File: src/rtl/score_pkg.sv
// Shared types and helpers for the score counter: BCD constants, stream FSM states, BCD compare.
// No logic of its own; imported by bcd_digit and score_counter.
package score_pkg;

    localparam int          BCD_W     = 4;
    localparam logic [3:0]  BCD_MAX   = 4'd9;
    localparam int          DIG_IDX_W = 3;
    localparam int          MAX_SW    = 24;

    typedef enum logic {
        ST_IDLE,
        ST_SEND
    } st_e;

    // Packed BCD keeps numeric ordering, so a plain binary compare is exact.
    function automatic logic bcd_gt(input logic [MAX_SW-1:0] a, input logic [MAX_SW-1:0] b);
        return a > b;
    endfunction

endpackage

File: src/rtl/bcd_digit.sv
// One BCD digit: counts 0..9 on inc_in, clears on clr, holds while sat.
// Latency: value updates on the edge that samples inc_in; carry_out is combinational.
// Backpressure: none; sat freezes the digit instead of wrapping.
module bcd_digit
    import score_pkg::*;
(
    input  logic             clk,
    input  logic             rst_n,
    input  logic             inc_in,
    input  logic             clr,
    input  logic             sat,
    output logic [BCD_W-1:0] dig,
    output logic             carry_out
);

    logic [BCD_W-1:0] dig_q;
    logic [BCD_W-1:0] dig_d;

    always_comb begin
        dig_d = dig_q;
        if (clr) begin
            dig_d = '0;
        end else if (inc_in && !sat) begin
            dig_d = (dig_q == BCD_MAX) ? '0 : dig_q + 4'd1;
        end
    end

    always_ff @(posedge clk or negedge rst_n) begin
        if (!rst_n) dig_q <= '0;
        else        dig_q <= dig_d;
    end

    assign dig       = dig_q;
    assign carry_out = inc_in & (dig_q == BCD_MAX);

endmodule

File: src/rtl/score_counter.sv
// Score accumulator: tick edge detect, saturating BCD count, optional high score (SCORE_HISCORE_EN), MSD-first digit stream.
// Latency: score updates on the edge sampling the tick rise; stream starts the cycle after frame_req.
// Backpressure: dig_ready low holds the current digit; frame_req while streaming is ignored.
module score_counter
    import score_pkg::*;
#(
    parameter int NUM_DIGITS = 4
) (
    input  logic                      clk,
    input  logic                      rst_n,
    input  logic                      score_tick,
    input  logic                      gameon,
    input  logic                      game_start,
    input  logic                      frame_req,
    output logic [4*NUM_DIGITS-1:0]   score_bcd,
    output logic                      score_max,
    output logic [4*NUM_DIGITS-1:0]   hiscore_bcd,
    output logic                      new_hiscore,
    output logic                      dig_valid,
    input  logic                      dig_ready,
    output logic [BCD_W-1:0]          dig_data,
    output logic [DIG_IDX_W-1:0]      dig_idx,
    output logic                      dig_last
);

    localparam int SW = BCD_W * NUM_DIGITS;
`ifdef SCORE_HISCORE_EN
    localparam int L = 2 * NUM_DIGITS;
`else
    localparam int L = NUM_DIGITS;
`endif
    localparam int SNAP_W = L * BCD_W;
    // One extra index bit so a 12-digit stream still finds its last digit.
    localparam int IDX_CW = DIG_IDX_W + 1;

    logic tick_q;
    logic tick_d;
    logic inc_req;
    logic [NUM_DIGITS:0] carry;

    assign tick_d   = score_tick;
    assign inc_req  = score_tick & ~tick_q & gameon & ~game_start;
    assign carry[0] = inc_req;

    always_ff @(posedge clk or negedge rst_n) begin
        if (!rst_n) tick_q <= 1'b0;
        else        tick_q <= tick_d;
    end

    // carry out of the MSD means the increment would wrap: freeze every digit.
    for (genvar g = 0; g < NUM_DIGITS; g++) begin : g_dig
        bcd_digit u_dig (
            .clk       (clk),
            .rst_n     (rst_n),
            .inc_in    (carry[g]),
            .clr       (game_start),
            .sat       (carry[NUM_DIGITS]),
            .dig       (score_bcd[g*BCD_W +: BCD_W]),
            .carry_out (carry[g+1])
        );
    end

    always_comb begin
        score_max = 1'b1;
        for (int i = 0; i < NUM_DIGITS; i++) begin
            if (score_bcd[i*BCD_W +: BCD_W] != BCD_MAX) score_max = 1'b0;
        end
    end

    logic [SNAP_W-1:0] snap_cap;

`ifdef SCORE_HISCORE_EN
    logic [SW-1:0] hiscore_q;
    logic [SW-1:0] hiscore_d;
    logic          new_hiscore_q;
    logic          new_hiscore_d;
    logic [SW-1:0] score_nxt;

    always_comb begin
        score_nxt = score_bcd;
        for (int i = 0; i < NUM_DIGITS; i++) begin
            if (carry[i]) begin
                score_nxt[i*BCD_W +: BCD_W] = (score_bcd[i*BCD_W +: BCD_W] == BCD_MAX) ?
                                              '0 : score_bcd[i*BCD_W +: BCD_W] + 4'd1;
            end
        end
        hiscore_d     = hiscore_q;
        new_hiscore_d = 1'b0;
        if (inc_req && !carry[NUM_DIGITS] &&
            bcd_gt(MAX_SW'(score_nxt), MAX_SW'(hiscore_q))) begin
            hiscore_d     = score_nxt;
            new_hiscore_d = 1'b1;
        end
    end

    always_ff @(posedge clk or negedge rst_n) begin
        if (!rst_n) begin
            hiscore_q     <= '0;
            new_hiscore_q <= 1'b0;
        end else begin
            hiscore_q     <= hiscore_d;
            new_hiscore_q <= new_hiscore_d;
        end
    end

    assign hiscore_bcd = hiscore_q;
    assign new_hiscore = new_hiscore_q;
    assign snap_cap    = {score_bcd, hiscore_q};
`else
    assign hiscore_bcd = '0;
    assign new_hiscore = 1'b0;
    assign snap_cap    = score_bcd;
`endif

    st_e               state_q, state_d;
    logic [IDX_CW-1:0] idx_q, idx_d;
    logic [SNAP_W-1:0] snap_q, snap_d;
    logic              is_last;

    assign is_last = (idx_q == IDX_CW'(L - 1));

    // Snapshot is a shift register: the digit on the wire is always its top nibble.
    always_comb begin
        state_d = state_q;
        idx_d   = idx_q;
        snap_d  = snap_q;
        case (state_q)
            ST_IDLE: begin
                if (frame_req) begin
                    snap_d  = snap_cap;
                    idx_d   = '0;
                    state_d = ST_SEND;
                end
            end
            ST_SEND: begin
                if (dig_ready) begin
                    snap_d = snap_q << BCD_W;
                    if (is_last) begin
                        idx_d   = '0;
                        state_d = ST_IDLE;
                    end else begin
                        idx_d = idx_q + IDX_CW'(1);
                    end
                end
            end
            default: state_d = ST_IDLE;
        endcase
    end

    always_ff @(posedge clk or negedge rst_n) begin
        if (!rst_n) begin
            state_q <= ST_IDLE;
            idx_q   <= '0;
            snap_q  <= '0;
        end else begin
            state_q <= state_d;
            idx_q   <= idx_d;
            snap_q  <= snap_d;
        end
    end

    assign dig_valid = (state_q == ST_SEND);
    assign dig_data  = snap_q[SNAP_W-1 -: BCD_W];
    assign dig_idx   = idx_q[DIG_IDX_W-1:0];
    assign dig_last  = dig_valid & is_last;

endmodule

File: config.mk
export PLATFORM = sky130hd
export DESIGN_NAME = score_counter
export DESIGN_NICKNAME = d
export VERILOG_FILES = /design/src/rtl/score_pkg.sv /design/src/rtl/bcd_digit.sv /design/src/rtl/score_counter.sv
export SDC_FILE = /design/constraint.sdc
export NUM_CORES = 1
export LEC_CHECK = 0
export CELL_PAD_IN_SITES_DETAIL_PLACEMENT = 1
export CELL_PAD_IN_SITES_GLOBAL_PLACEMENT = 1
export CORE_AREA = 2 2 83 85
export DETAILED_ROUTE_END_ITERATION = 8
export DIE_AREA = 0 0 85 87
export PLACE_DENSITY = 0.8
export SYNTH_ARGS = -nofsm -noshare
export SYNTH_HDL_FRONTEND = slang
export SYNTH_SLANG_ARGS = --single-unit
File: constraint.sdc
create_clock -name clk -period 1.9 [get_ports clk]
set_clock_uncertainty 0.2 [all_clocks]
set_input_delay 0.19 -clock clk [delete_from_list [all_inputs] [get_ports clk]]
set_output_delay 0.19 -clock clk [all_outputs]
set_load 0.05 [all_outputs]
==> results.md, run 1 <==
Logic synthesis:
- The fraction of synthesis flops using an asynchronous set or reset pin is 100%.
- The mean instance size in the synthesized netlist is 9.88 um^2.
- Summing the sequential cell areas from Yosys gives 43.0% of the chip area.
- The share of synthesized area in the top cell type comes to 43.0%.
- Synthesis inferred 38 register bits.
- Synthesis instantiated 47 different standard cells from the library.
- The most used flip-flop cell after synthesis is sky130_fd_sc_hd__dfrtp_1.
- The leading area contributor after synthesis is sky130_fd_sc_hd__dfrtp_1.
- Synthesis handed over a netlist of 224 instances.
- Ranked by total cell area, the synthesized netlist is headed by sky130_fd_sc_hd__dfrtp_1 (43%), sky130_fd_sc_hd__buf_4 (8.5%), sky130_fd_sc_hd__mux2i_1 (7.7%).
- The post-synthesis instance area is 0.00221 mm^2.
- During synthesis, Yosys emitted a total of 0 warnings.
- In this run, synthesis inferred 0 flip-flops with an integrated enable.

Clock network:
- The number of CTS-inserted buffers is 5.
- The CTS clock-pin slew for the worst setup and hold paths is 0.09 ns.
- The clock passes through at most 2 buffers.
- The CTS tree is yes.
- Counting every sink on the clock net gives 38.
- The H-tree depth is 2.
- The tree is rooted in a sky130_fd_sc_hd__clkbuf_8.
- The later pin in the worst-skew pair is clocked with a latency of 0.30 ns.

Floorplan:
- The die is 85 um wide.
- For this configuration, the core starts out at a cell density of 33.7%.
- The number of ports placed on the die boundary is 50.
- The area of the core region is 0.00657 mm^2.
- The die covers 0.00740 mm^2.
- After floorplanning, the core was divided into 30 placement rows.
- From bottom edge to top edge, the die measures 87 um.

Finish:
- The top cell types in the final layout, fill and taps aside, are sky130_fd_sc_hd__buf_4 (61), sky130_fd_sc_hd__dfrtp_1 (29), sky130_fd_sc_hd__nand2_1 (20).
- The area of the multi-input gates is 0.00120 mm^2.
- The final layout contains 300 nets.
- The number of fill cells in the layout is 744.
- The most common cell after layout, fill and taps aside is sky130_fd_sc_hd__buf_4.
- The share of layout cells above drive strength 1 is 40.0%.
- The signed area change from the synthesized netlist to the final layout is 36.7%.
- Registers take 962 um^2.
- The count of inserted antenna diode cells is 0.
- Leaving out filler cells and counting taps, the final layout contains 365.

Pwr:
- The design draws 0.00271 W.
- The portion of total power attributed to sequential cells is 34.9%.
- The switching power of the nets is 0.000959 W.
- The combinational fraction of design power is 34.2%.
- Of the total power, the clock network draws 30.9%.
- For this design the ratio of total power to cell area is 896 mW/mm^2.
- The switching part of the total is 35.4%.
- The worst-case IR drop observed on VDD is 0.000802 V.
- The standby leakage power is 1.46 nW.
- The internal portion of the total power is 0.00175 W.

Drt:
- The total DRC errors in the routed layout is 0.
- For this block, the initial DRC count from the detailed router was 88.
- In the final routed layout, each cell accounts on average for 16.4 um.
- The final wirelength is 6000 um.
- The count of nets left with antenna violations after detail routing is 0.
- The first detailed-routing pass ran for 4 iterations.
- The number of vias in the routed layout is 1846.
- The via density per instance is 5.06.

Place:
- Routability-driven placement finished with a final weighted congestion of 0.784.
- The worst slack at placement is -0.0882 ns.
- The total half-perimeter wirelength after legalization and detailed placement is 4130 um.
- The count of buffers added on input and output ports is 32.
- After detailed placement, the design holds a cell count of 345.

STA:
- The fraction of the cycle the final worst path needs is 99.5%.
- For the pin with the worst max-slew slack, the measured transition is 0.511 ns.
- Across all setup checks in the final design, the least slack found is 0.0104 ns.
- Setup violations remaining at the end of the flow were counted as 0.
- The highest achievable clock rate is 0.529 GHz.
- The max-slew violation count was 0.
- The worst path in the final design needs a cycle of 1.89 ns, including I/O delays and setup.
- The worst-case headroom to the max-slew limit is 65.9%.
- Setup repair after global routing could not meet its margin everywhere.
- Final hold analysis gives a worst-case slack of 0.179 ns.
- The final-report hold violation count is 0.

Critical path:
- The flop-to-flop setup slack is 0.01 ns.
- Along the worst path, the maximum fanout reaches 5.
- The startpoint kind of the worst setup timing path is a register.
- Measured in cells, the most critical reg-to-reg path has a length of 7.
- STA puts the critical path data required time at 1.93 ns.
- The critical path class is reg -> reg.
- STA classifies the critical path endpoint as a register.
- At the worst endpoint, the arrival time is 1.92 ns.

Global route:
- The remaining global-route overflow is 0.
- The via count of the first global-routing pass is 1918.
- The global router's overall resource usage is 16.1%.
- The initial antenna violation count came to 0.
- The first global-routing pass estimated 9440 um of wire.
- Entering global routing, the biggest net connects 39 pins.

Status:
- The run finished with clean final reports.

Worst hold path:
- The cell count of the worst hold path is 1.
- The kind of path behind the tightest hold check is in -> reg.

Run:
- The count of max-cap constraint violations is 0.
==> through the flow <==
step / util [%] / TNS (ns) / area (um^2)
after floorplan: - / -0.0209 / 2350
after global placement: 41.2 / -0.0267 / 2710
after detailed placement: 41.2 / -0.187 / 2710
after CTS: 44.3 / -0.0323 / 2910
after global routing: 46.1 / -0.149 / 3030
final: 46.1 / 0 / 3030
==> final cells by class <==
class | instances | share of cell area [%]
well taps | 80 | 3.31
multi-input cells | 160 | 39.6
flip-flops and latches | 38 | 31.8
repair buffers | 73 | 19.9
clock buffers | 5 | 2.27
inverters | 6 | 0.827
clock inverters | 3 | 2.27
==> cell usage after synthesis, types with 3 or more instances <==
library cell / n
sky130_fd_sc_hd__a21o_1: 3
sky130_fd_sc_hd__a21oi_1: 8
sky130_fd_sc_hd__a31o_2: 3
sky130_fd_sc_hd__and3b_1: 4
sky130_fd_sc_hd__buf_1: 3
sky130_fd_sc_hd__buf_4: 25
sky130_fd_sc_hd__clkbuf_1: 5
sky130_fd_sc_hd__dfrtp_1: 38
sky130_fd_sc_hd__ha_1: 9
sky130_fd_sc_hd__inv_1: 6
sky130_fd_sc_hd__mux2i_1: 17
sky130_fd_sc_hd__nand2_1: 23
sky130_fd_sc_hd__nand2b_1: 4
sky130_fd_sc_hd__nand3_1: 3
sky130_fd_sc_hd__nand3b_1: 5
sky130_fd_sc_hd__nor2_1: 8
sky130_fd_sc_hd__o21ai_0: 17
sky130_fd_sc_hd__o22ai_1: 7
==> path summary, 6_finish.rpt <==
kind | endpoint | startpoint
min in group asynchronous | snap_q[15] | rst_n
worst min register to register | snap_q[15] | snap_q[15]
max in group asynchronous | g_dig[0].u_dig.dig[0] | rst_n
worst max register to register | g_dig[3].u_dig.dig[3] | g_dig[1].u_dig.dig[1]
worst min-delay path | tick_q | score_tick
worst max-delay path | g_dig[3].u_dig.dig[3] | g_dig[1].u_dig.dig[1]
==> worst max-delay path, stage by stage (launching register included) <==
cell and delay (ns):
sky130_fd_sc_hd__dfrtp_2 0.43, sky130_fd_sc_hd__inv_4 0.08, sky130_fd_sc_hd__ha_4 0.13, sky130_fd_sc_hd__and3b_2 0.23, sky130_fd_sc_hd__buf_4 0.14, sky130_fd_sc_hd__nand3_4 0.07, sky130_fd_sc_hd__or4_4 0.43, sky130_fd_sc_hd__a21oi_2 0.12
==> timing repair <==
action,CTS,global route
resized for setup,6,17
setup endpoints to repair,5,10
pin swaps,5,6
buffers inserted,6,5
hold buffers,1,0
hold endpoints to repair,38,0
==> registers in the layout, indices dropped and copies added (netlist names) <==
| signal | flops |
|---|---|
| snap_q | 16 |
| dig_valid | 1 |
| idx_q | 4 |
| g_dig.u_dig.dig | 16 |
| tick_q | 1 |
==> cell families after synthesis <==
logic type	synth area share, %
compound gates	15.7
xor+xnor	0.396
fa+ha+maj	5.09
buf+inv	11.8
flops	43.0
mux	8.20
other cells	0.169
simple gates	15.7
==> metal layers <==
layer | up-vias | part of all wire (%) | routed length [um] | global-route usage (%)
met4 | 0 | 1.0 | 61 | 4.62
met3 | 6 | 3.3 | 196 | 3.03
met2 | 41 | 52 | 3150 | 29.5
met1 | 918 | 43 | 2600 | 19.2
met5 | - | 0 | 0 | 0
li1 | 881 | - | - | -
==> power by group through the flow <==
stage	clock, W	combinational, W	sequential, W
after floorplan	0	0.000672	0.000987
after global placement	0	0.000899	0.000955
after detailed placement	0	0.000928	0.000963
after CTS	0.000858	0.000929	0.000947
after global routing	0.000887	0.000985	0.000957
final	0.000837	0.000928	0.000946
Note: power is estimated with default switching activity, not from simulation.
==> run 2, diff against run 1 <==
--- a/config.mk
+++ b/config.mk
@@ -8,9 +8,10 @@
 export CELL_PAD_IN_SITES_DETAIL_PLACEMENT = 1
 export CELL_PAD_IN_SITES_GLOBAL_PLACEMENT = 1
 export CORE_AREA = 2 2 83 85
+export CTS_CLUSTER_SIZE = 8
 export DETAILED_ROUTE_END_ITERATION = 8
 export DIE_AREA = 0 0 85 87
-export PLACE_DENSITY = 0.8
+export PLACE_DENSITY_LB_ADDON = 0.1
 export SYNTH_ARGS = -nofsm -noshare
 export SYNTH_HDL_FRONTEND = slang
 export SYNTH_SLANG_ARGS = --single-unit
==> run 2 against run 1 <==
Maximum frequency is 0.12% lower; combinational power is 2.8% lower; sequential share of layout area shrank 0.16 points; power decreased by 6.2%; die area is the same; highest routed layer unchanged.
==> results.md, run 2 (same netlist as run 1, synthesis figures left out) <==
Drt:
- Dividing the detail-routed via count by the number of cells gives 4.93.
- The wire length per cell after detailed routing is 15.3 um.
- The number of vias in the routed layout is 1819.
- The count of nets left with antenna violations after detail routing is 0.
- In the routed design, unresolved DRC markers number 0.
- The final wirelength is 5630 um.
- For this block, the initial DRC count from the detailed router was 32.
- The number of iterations in the first detailed-routing pass is 4.

Finish:
- The multi-input combinational cells in the finished layout cover a total of 0.00118 mm^2.
- The number of standard cells in the final layout excluding fillers is 369.
- Fill cells in the final layout number 748.
- The finished cells cover 0.00304 mm^2.
- The core utilization of the finished layout is 46.3%.
- In the layout the commonest cells are sky130_fd_sc_hd__buf_4 (62), sky130_fd_sc_hd__dfrtp_1 (29), sky130_fd_sc_hd__nand2_1 (21).
- Summing all flip-flop and latch instances after layout gives 962 um^2.
- The number of antenna diodes in the final layout is 0.
- The net count reported at finish is 304.
- From synthesis to final layout, the design area changed by 37.4%.
- The share of layout cells above drive strength 1 is 40.1%.
- Leaving out fill and tap cells, the most frequent cell in the layout is sky130_fd_sc_hd__buf_4.

Critical path:
- The highest net fanout along the worst path is 3.
- The required arrival time at the worst endpoint is 1.51 ns.
- The worst setup path is launched from a register.
- The data arrival time at the worst-slack endpoint is 1.50 ns.
- STA classifies the critical path endpoint as an output pin.
- The critical path in this run is classified as reg -> out.
- The number of cells on the worst reg-to-reg path is 7.
- The setup check on the worst reg-to-reg path leaves a slack of 0.04 ns.

Clock network:
- The H-tree depth is 2.
- The clock passes through at most 2 buffers.
- At the later pin of the worst-skew pair, clock insertion delay measures 0.29 ns.
- The CTS clock-pin slew for the worst setup and hold paths is 0.08 ns.
- The root buffer cell is sky130_fd_sc_hd__clkbuf_8.
- The CTS tree is yes.
- For this design, the sink count on the clock tree is 38.
- The number of clock buffers added by TritonCTS is 5.

Run:
- Across the run, the number of max-cap violations was 0.

STA:
- The max-slew violation count is 0.
- The final-report hold violation count is 0.
- Setup repair after global routing could not meet its margin everywhere.
- Setup violations remaining at the end of the flow were counted as 0.
- Counting I/O delays and the setup requirement, the final critical path takes 1.89 ns.
- The fraction of the cycle the final worst path needs is 99.6%.
- The final worst hold slack is 0.146 ns.
- Based on the critical path, the design can be clocked at up to 0.529 GHz.

Floorplan:
- The number of ports placed on the die boundary is 50.
- The die is 87 um tall.
- The floorplan has 30 rows.
- The area of the core region is 0.00657 mm^2.
- The initial core utilization is 33.7%.
- The horizontal die dimension is 85 um.
- The die footprint is 0.00740 mm^2.

Place:
- The placement-stage cell area is 0.00276 mm^2.
- The count of input and output buffers is 32.
- The global placer's final weighted congestion is 0.731.
- The total half-perimeter wirelength after legalization and detailed placement is 4120 um.
- The number of placed instances, taps included, is 350.

Pwr:
- Internal power comes to 0.00161 W.
- The switching part of the total is 36.9%.
- The worst-case IR drop observed on VDD is 0.000857 V.
- Dividing total power by cell area gives a power density of 837 mW/mm^2.
- The standby leakage power is 1.46 nW.
- The switching power of the nets is 0.000938 W.
- Per report_power, the sequential group accounts for 38.2% of the total.
- The clock network fraction of total power is 26.3%.
- Of the total power, combinational logic draws 35.4%.

Global route:
- The initial antenna violation count is 0.
- The first-pass GRT wire length is 9250 um.
- For met3 alone, demand over resource in global routing was 3.22%.
- The largest net degree at the start of global routing is 25.
- The via count of the first global-routing pass is 1858.
- For met2 alone, demand over resource in global routing was 26.6%.
- The busiest layer in global routing is met2.
- Global routing consumed, over all layers together, 15.8% of the routing resources.
- Global routing used 20.8% of the available met1 tracks.
- The remaining global-route overflow is 0.

Worst hold path:
- The kind of path behind the tightest hold check is in -> async.

Status:
- The flow ran to the end, and the final reports show no timing, DRC or antenna violations.
==> run 2: worst max-delay path: stages, from the launching register on <==
cell and delay (ns):
sky130_fd_sc_hd__dfrtp_2 0.41, sky130_fd_sc_hd__inv_2 0.07, sky130_fd_sc_hd__ha_4 0.12, sky130_fd_sc_hd__and3b_2 0.25, sky130_fd_sc_hd__nand2_2 0.09, sky130_fd_sc_hd__nor2_4 0.13
sky130_fd_sc_hd__buf_12 0.14
==> run 2: final cells by class <==
type / count / share of cell area [%]
well taps: 80 / 3.29
flip-flops and latches: 38 / 31.6
clock buffers: 8 / 3.62
inverters: 6 / 0.740
multi-input cells: 160 / 39.0
repair buffers: 77 / 21.8
==> run 2: metrics by stage <==
| stage | total power, W | worst slack [ns] | TNS (ns) |
|---|---|---|---|
| 6_report | 0.00254 | 0.00819 | 0 |
| 5_1_grt | 0.00267 | -0.0624 | -0.155 |
| 4_1_cts | 0.00256 | 0.00629 | 0 |
| 3_5_place_dp | 0.00188 | -0.0683 | -0.181 |
| 3_3_place_gp | 0.00187 | -0.0364 | -0.0479 |
| 2_1_floorplan | 0.00166 | -0.0185 | -0.0209 |
==> run 2: metal layers <==
metal / wire, um / vias up
li1: - / 887
met1: 2590 / 897
met2: 2830 / 31
met3: 163 / 4
met4: 47 / 0
met5: 0 / -
==> run 2: power by group through the flow <==
stage	registers, W	clock network (W)	logic [W]
after CTS	0.000975	0.000689	0.000892
after detailed placement	0.000990	0	0.000892
after global routing	0.000990	0.000717	0.000959
after floorplan	0.000987	0	0.000672
after global placement	0.000989	0	0.000881
final	0.000972	0.000670	0.000902
==> run 2: path summary, 6_finish.rpt <==
path / from / end
setup / recovery: g_dig[1].u_dig.dig[1] / score_max
hold / removal: rst_n / idx_q[0]
setup reg to reg: g_dig[0].u_dig.dig[1] / g_dig[3].u_dig.dig[3]
hold reg to reg: snap_q[11] / snap_q[11]
max in group asynchronous: rst_n / g_dig[2].u_dig.dig[0]
min in group clk: snap_q[11] / snap_q[11]
==> run 2: timing repair <==
action                                 in CTS  in global routing
gates resized for setup                     7                 12
endpoints found under the hold margin      38                  0
cloned                                      0                  0
setup endpoints to repair                   4                 11
buffers inserted                            6                  4
pin swaps                                   2                  7
hold buffers                                1                  0
